$ cat src/rtl/traffic_lights.sv
// -----------------------------------------------------------------------------
// traffic_lights
//
// Two-way intersection controller. Six phases run in a fixed loop:
//   AR_N -> NS_G -> NS_Y -> AR_E -> EW_G -> EW_Y -> AR_N ...
// All-red phases (AR_N, AR_E) last 2 ticks, yellows last 3 ticks and the
// greens last G ticks, where G is greenLightTime with 0 treated as 1.
// One tick is one clock cycle with ce high; ce low freezes everything.
//
// Ports
//   clk            in   1  system clock, rising edge
//   rst            in   1  synchronous active-high reset, wins over ce
//   ce             in   1  tick enable
//   greenLightTime in   6  green duration in ticks (0 behaves as 1)
//   lights         out  6  {NS red, NS yellow, NS green, EW red, EW yellow, EW green}
//   timeLeftNS     out  8  ticks until the NS lamp colour next changes (bit 7 = 0)
//   timeLeftEW     out  7  ticks until the EW lamp colour next changes
//   dbg_phase_o    out  3  current phase, for observation only
// -----------------------------------------------------------------------------
module traffic_lights (
    input  logic       clk,
    input  logic       rst,
    input  logic       ce,
    input  logic [5:0] greenLightTime,
    output logic [5:0] lights,
    output logic [7:0] timeLeftNS,
    output logic [6:0] timeLeftEW,
    output logic [2:0] dbg_phase_o
);

    typedef enum logic [2:0] {
        AR_N = 3'd0,
        NS_G = 3'd1,
        NS_Y = 3'd2,
        AR_E = 3'd3,
        EW_G = 3'd4,
        EW_Y = 3'd5
    } phase_t;

    localparam logic [5:0] LAMP_ALL_RED = 6'b100_100;
    localparam logic [5:0] LAMP_NS_G    = 6'b001_100;
    localparam logic [5:0] LAMP_NS_Y    = 6'b010_100;
    localparam logic [5:0] LAMP_EW_G    = 6'b100_001;
    localparam logic [5:0] LAMP_EW_Y    = 6'b100_010;

    localparam logic [5:0] DUR_ALL_RED  = 6'd2;
    localparam logic [5:0] DUR_YELLOW   = 6'd3;

    phase_t     phase_q;
    phase_t     phase_d;
    logic [5:0] cnt_q;
    logic [5:0] cnt_d;
    logic [5:0] lights_q;
    logic [5:0] lights_d;
    logic [5:0] green_time;

    // Zero is not a usable duration; it behaves as the shortest green.
    assign green_time = (greenLightTime == 6'd0) ? 6'd1 : greenLightTime;

    // Successor phase, its load value and its lamp pattern. greenLightTime
    // only matters here at the moment a green phase is entered, so changing
    // it mid-green never stretches or shortens the running phase.
    always_comb begin
        phase_d  = AR_N;
        cnt_d    = DUR_ALL_RED;
        lights_d = LAMP_ALL_RED;
        unique case (phase_q)
            AR_N: begin
                phase_d  = NS_G;
                cnt_d    = green_time;
                lights_d = LAMP_NS_G;
            end
            NS_G: begin
                phase_d  = NS_Y;
                cnt_d    = DUR_YELLOW;
                lights_d = LAMP_NS_Y;
            end
            NS_Y: begin
                phase_d  = AR_E;
                cnt_d    = DUR_ALL_RED;
                lights_d = LAMP_ALL_RED;
            end
            AR_E: begin
                phase_d  = EW_G;
                cnt_d    = green_time;
                lights_d = LAMP_EW_G;
            end
            EW_G: begin
                phase_d  = EW_Y;
                cnt_d    = DUR_YELLOW;
                lights_d = LAMP_EW_Y;
            end
            EW_Y: begin
                phase_d  = AR_N;
                cnt_d    = DUR_ALL_RED;
                lights_d = LAMP_ALL_RED;
            end
            default: begin
                phase_d  = AR_N;
                cnt_d    = DUR_ALL_RED;
                lights_d = LAMP_ALL_RED;
            end
        endcase
    end

    // Phase FSM with registered lamps. cnt_q counts down the ticks left in
    // the current phase; reaching 1 on a tick moves to the next phase.
    always_ff @(posedge clk) begin
        if (rst) begin
            phase_q  <= AR_N;
            cnt_q    <= DUR_ALL_RED;
            lights_q <= LAMP_ALL_RED;
        end else if (ce) begin
            if (cnt_q == 6'd1) begin
                phase_q  <= phase_d;
                cnt_q    <= cnt_d;
                lights_q <= lights_d;
            end else begin
                cnt_q <= cnt_q - 6'd1;
            end
        end
    end

    // Time until each direction's colour changes: the remainder of the
    // current phase plus every following phase in which that direction
    // keeps the same colour. Future greens use the live clamped G.
    // Largest result is 2 + 63 + 5 = 70, which fits in 7 bits.
    logic [6:0] cnt_w;
    logic [6:0] g_w;
    logic [6:0] ns_left;
    logic [6:0] ew_left;

    assign cnt_w = {1'b0, cnt_q};
    assign g_w   = {1'b0, green_time};

    always_comb begin
        ns_left = cnt_w;
        ew_left = cnt_w;
        unique case (phase_q)
            AR_N: begin
                ns_left = cnt_w;
                ew_left = cnt_w + g_w + 7'd5;
            end
            NS_G: begin
                ns_left = cnt_w;
                ew_left = cnt_w + 7'd5;
            end
            NS_Y: begin
                ns_left = cnt_w;
                ew_left = cnt_w + 7'd2;
            end
            AR_E: begin
                ns_left = cnt_w + g_w + 7'd5;
                ew_left = cnt_w;
            end
            EW_G: begin
                ns_left = cnt_w + 7'd5;
                ew_left = cnt_w;
            end
            EW_Y: begin
                ns_left = cnt_w + 7'd2;
                ew_left = cnt_w;
            end
            default: begin
                ns_left = cnt_w;
                ew_left = cnt_w;
            end
        endcase
    end

    assign lights      = lights_q;
    assign timeLeftNS  = {1'b0, ns_left};
    assign timeLeftEW  = ew_left;
    assign dbg_phase_o = phase_q;

endmodule

$ cat config.mk
export PLATFORM = sky130hd
export DESIGN_NAME = traffic_lights
export DESIGN_NICKNAME = d
export VERILOG_FILES = /design/src/rtl/traffic_lights.sv
export SDC_FILE = /design/constraint.sdc
export NUM_CORES = 1
export LEC_CHECK = 0
export CORE_MARGIN = 2
export CORE_UTILIZATION = 45
export DETAILED_ROUTE_END_ITERATION = 10
export GPL_TIMING_DRIVEN = 0
export PLACE_DENSITY = 0.68
export REMOVE_ABC_BUFFERS = 1
export SLEW_MARGIN = 5
export SYNTH_ARGS = -nofsm -noshare
export SYNTH_HDL_FRONTEND = slang
export SYNTH_SLANG_ARGS = --single-unit
$ cat constraint.sdc
create_clock -name clk -period 2.8 [get_ports clk]
set_input_delay 0.42 -clock clk [delete_from_list [all_inputs] [get_ports clk]]
set_output_delay 0.42 -clock clk [all_outputs]
set_load 0.005 [all_outputs]
Word level (Yosys, flattened, before mapping). Index checks and enable logic that the tools add are counted.

Register bits: 15. Bits in latches: 0. Bits in writable memories: 0. ROM bits: 0. Bits of input ports: 9. Output and inout port bits: 24. Logic and storage cells: 26. Memories: 0.

Add/sub/neg operators: 5. Multipliers: 0. Div/mod/pow operators: 0. $lt $le $gt $ge: 0. Eq/ne operators: 6. Shifts and indexed selects: 0. Multiplexer cells: 7. Bitwise gates (word level): 0. Reduce and logical (&&, ||, !) cells: 5.

Operators with widths (number): 7-bit one-hot mux with 3 select lines (2); 6-bit one-hot mux with 4 select lines (1); 3-bit one-hot mux with 5 select lines (1); 6-bit two-way mux (2); 6-bit one-hot mux with 2 select lines (1); 6-bit by 2-bit adder with 7-bit output, second input constant (1); 6-bit by 3-bit adder with 7-bit output, second input constant (1); 6-bit by 6-bit adder with 7-bit output (1); 7-bit by 3-bit adder with 7-bit output, second input constant (1); 3-bit by 2-bit equality test with 1-bit output, second input constant (2); 3-bit equality test, second input constant (2); 6-bit by 1-bit equality test with 1-bit output, second input constant (1); 6-bit logical NOT (1); 6-bit by 1-bit subtractor with 6-bit output, second input constant (1); 2-bit OR reduction (2); 3-bit by 1-bit equality test with 1-bit output, second input constant (1); 3-bit logical NOT (1); 2-bit AND reduction (1).

Depth between registers and ports, before layout.
Word-level depth: 5. Mapped depth: 12. Depth with buffers taken out: 12.

Worst setup path after synthesis. OpenSTA, ideal clock, no wires.

Path kind: register to output. Start: register cnt_q[2]. End: output port timeLeftEW[5]. Arrival: 2.184 ns. Required time: 2.380 ns. Slack: 0.196 ns. Cell stages (with the launch flop): 10. Path buffers: 1. Cells stage by stage: dfxtp_1 > buf_2 > inv_1 > ha_1 > fa_1 > nor2b_1 > o21ai_0 > nor4b_1 > a211oi_1 > a211o_1.

Word-level cells in the longest chain between the ends: 3. Elaborated cells between the ends (all ways): 5. Classes of those cells: 4 x add/sub; 1 x mux.

Ends and longest elaborated chain: from (decl) (line 51) `logic [5:0] cnt_q;`; from (signal assigned) (line 116) `cnt_q <= cnt_d;`; from (signal assigned) (line 119) `cnt_q <= cnt_q - 6'd1;`; 6-bit by 6-bit adder with 7-bit output (line 142) `ew_left = cnt_w + g_w + 7'd5;`; 7-bit by 3-bit adder with 7-bit output (line 142); 7-bit one-hot mux with 3 select lines (*) (line 139) `unique case (phase_q)`; to (decl) (line 27) `output logic [6:0] timeLeftEW,`.

Every way passes the cells marked *; elsewhere a longest branch is shown, timed or not.

Worst setup path in the final report. Ends and elaborated chain as after synthesis.

==> reports/metrics.yaml <==
synthesis:
  async_flop_share_pct: 0
  synthTopCellsByArea: "dfxtp_1 (16%), ha_1 (12%), a21oi_1 (8.4%)"
  ys.flop_type: "dfxtp_1"
  synth-edff-count: 0
  synthCells: 252
  ys_seq_elements: 15
  synth_top_area_share_pct: 16.2
  syn_area_per_cell_um2: 7.33
  synth_area_leader_cell: "dfxtp_1"
  yosys_warnings: 0
  seq_area_frac_synth_pct: 16.2
  synth_common_cells: "a21oi_1 (31), nand2_1 (26), nor2_1 (21), ha_1 (18), dfxtp_1 (15)"
  synth.distinct_cells: 63
  mappedNetlistArea_um2: 1850
  post-synth-top-count-cell: "a21oi_1"
floorplanning:
  dieArea_um2: 4640
  core_um2: 3970
  rows: 23
  die_w_um: 68.1
  start_util_pct: 46.5
  io-pin-count: 33
  die_h_um: 68.1
sta:
  holdWs_ns: 0.456
  setup_ws_ns: -0.0207
  fmax_mhz: 355
  fin_crit_sh_pct: 101
  slew_headroom_pct: 57.0
  final-hold-violation-count: 0
  rsz0062_at_grt: "yes"
  skew_ns: 0.000688
  drv_slew: 0
  setup_viol: 1
  worst_slew_pin_slew_ns: 0.645
  fin_crit_ns: 2.82
critical_path:
  worstSetupEndpointType: "output pin"
  crit_slowest_cell: "fa_2"
  slowest_delay_ns: 0.39
  setup.worst_path.start_class: "register"
  crit_type: "reg2out"
  path_max_fanout: 2
  cp_data_required_time_ns: 2.38
  path_cells: "clkinvlp_4 -> ha_4 -> buf_4 -> fa_2 -> nor2b_1 -> o21ai_1 -> nand2b_1 -> a211oi_2 -> a211o_1 -> buf_2"
  cp.arrival_ns: 2.40
power:
  power_density_nw_per_um2: 407
  ir_worst_vdd_mv: 0.288
  power.leakage_nw: 0.976
cts:
  cts_max_level: 1
  cts.sinks: 15
  cts_tree: "done"
  postCtsHoldBufs: 0
  cts_root_buffer: "clkbuf_8"
  path_clk_slew_ns: 0.06
  clock_path_buffers: 2
  numCtsBuffers: 3
  clock_latency_ns: 0.25
routing:
  drt_pass1_iterations: 4
  vias_per_cell: 5.98
  wl_per_cell_um: 16.4
  finalWirelength_mm: 5.49
  vias: 2004
  ant_nets: 0
  drc: 0
  drt_iter0_drc: 174
layout:
  instances_no_fill: 335
  nets: 314
  final_layout_size_suffix_gt1_share_pct: 29.8
  antenna_cells: 0
  syn_to_final_growth_pct: 35.0
outcome:
  failed_checks: "setup timing"
  run_status: "finished, violations left"
grt:
  grt_max_degree: 36
  grtUsageTotal_pct: 24.4
  grt-ovfl-total: 0
  grt_pass1_wl_mm: 8.53
  grt_pass1_vias: 1694
  antenna_found_initial: 0
placed_design:
  place.gp.congestion: 0.860
  portBuffers: 31
  dp_hpwl_mm: 3.56
  dp_cells: 314
min_path:
  hold_path.class: "reg2reg"
flow_run:
  cap_violations: 0
==> logic make-up after synthesis <==
family / after synthesis / share of synthesized area (%)
AOI/OAI and AO/OA: 82 / 28.2
xor gates and xnor gates: 8 / 3.79
adders and majority gates: 19 / 13.3
buffers and inverters: 31 / 8.94
DFF: 15 / 16.2
muxes: 4 / 2.23
other: 1 / 0.203
and+or+nand+nor: 92 / 27.1
==> placed cells by master (no fill, tap or decap), types with 4 or more instances in the layout <==
cell             count
o21ai_0             11
clkdlybuf4s50_1     16
ha_4                 7
buf_2                6
o21ai_1              4
xnor2_1              4
buf_4               18
nand2b_1             4
nand2_1             25
o22ai_1              5
nor2_1              20
ha_1                10
a21oi_1             29
dfxtp_4              7
dfxtp_1              6
nor2b_1              5
inv_2                6
inv_1                5
a21o_1               4
nand3_1              5
==> what timing repair did <==
item	4_1_cts	5_1_grt
setup buffers	10	7
endpoints found under the setup margin	14	9
gates resized for setup	99	21
pin swaps	20	13
==> critical path: cells and delay by family, from the launching register on <==
| kind | cells | cell delay, ns |
|---|---|---|
| AO/OA/AOI/OAI | 3 | 0.47 |
| flip-flops | 1 | 0.36 |
| buffers and inverters | 3 | 0.39 |
| AND/OR/NAND/NOR | 2 | 0.26 |
| adder cells (fa/ha/maj) | 2 | 0.66 |
==> state kept, by name, summed over array words and instances (netlist names) <==
register     count
cnt_q            6
lights           6
dbg_phase_o      3
==> per-layer routing <==
layer / vias up / GRT usage (%) / share of wire [%]
li1: 974 / - / -
met1: 959 / 34.4 / 44
met2: 60 / 39.4 / 49
met3: 11 / 3.78 / 5.2
met4: 0 / 4.25 / 1.8
met5: - / 0 / 0
==> power by group <==
group	total [W]	leakage [nW]	internal [W]	switching [W]
clock network	0.000179	0.0255	0.0000987	0.0000799
registers	0.000258	0.127	0.000226	0.0000327
logic	0.000579	0.823	0.000297	0.000281
total	0.00102	0.976	0.000621	0.000394
==> per-stage QoR <==
| step | total power [W] | worst slack, ns | cell area (um^2) | util (%) | TNS [ns] |
|---|---|---|---|---|---|
| after floorplan | 0.000518 | 0.153 | 1730 | - | 0 |
| after global placement | 0.000689 | -1.08 | 2100 | 52.9 | -8.38 |
| after detailed placement | 0.000695 | -1.12 | 2100 | 52.9 | -8.60 |
| after CTS | 0.000956 | -0.0660 | 2380 | 59.8 | -0.106 |
| after global routing | 0.00108 | -0.122 | 2490 | 62.8 | -0.502 |
| final | 0.00102 | -0.0207 | 2490 | 62.8 | -0.0207 |
==> layout make-up <==
type	count	area (um^2)
sequential	15	329
tap	50	62.6
multi-input combinational	206	1610
clock buffer	3	41.3
clock inverter	1	5.00
fill	363	1480
timing repair buffer	48	403
inverter	12	48.8
==> worst paths after layout <==
check	start	endpoint	slack (ns)	depth (start not counted)
setup / recovery	cnt_q[2]$_SDFFE_PP0P_	timeLeftEW[5]	-0.02	10
hold / removal	lights[1]$_SDFFE_PP0P_	lights[1]$_SDFFE_PP0P_	0.46	2
setup reg to reg	cnt_q[2]$_SDFFE_PP0P_	dbg_phase_o[0]$_SDFFE_PP0P_	0.93	7
hold reg to reg	lights[1]$_SDFFE_PP0P_	lights[1]$_SDFFE_PP0P_	0.46	2
Note: power is estimated with default switching activity, not from simulation.
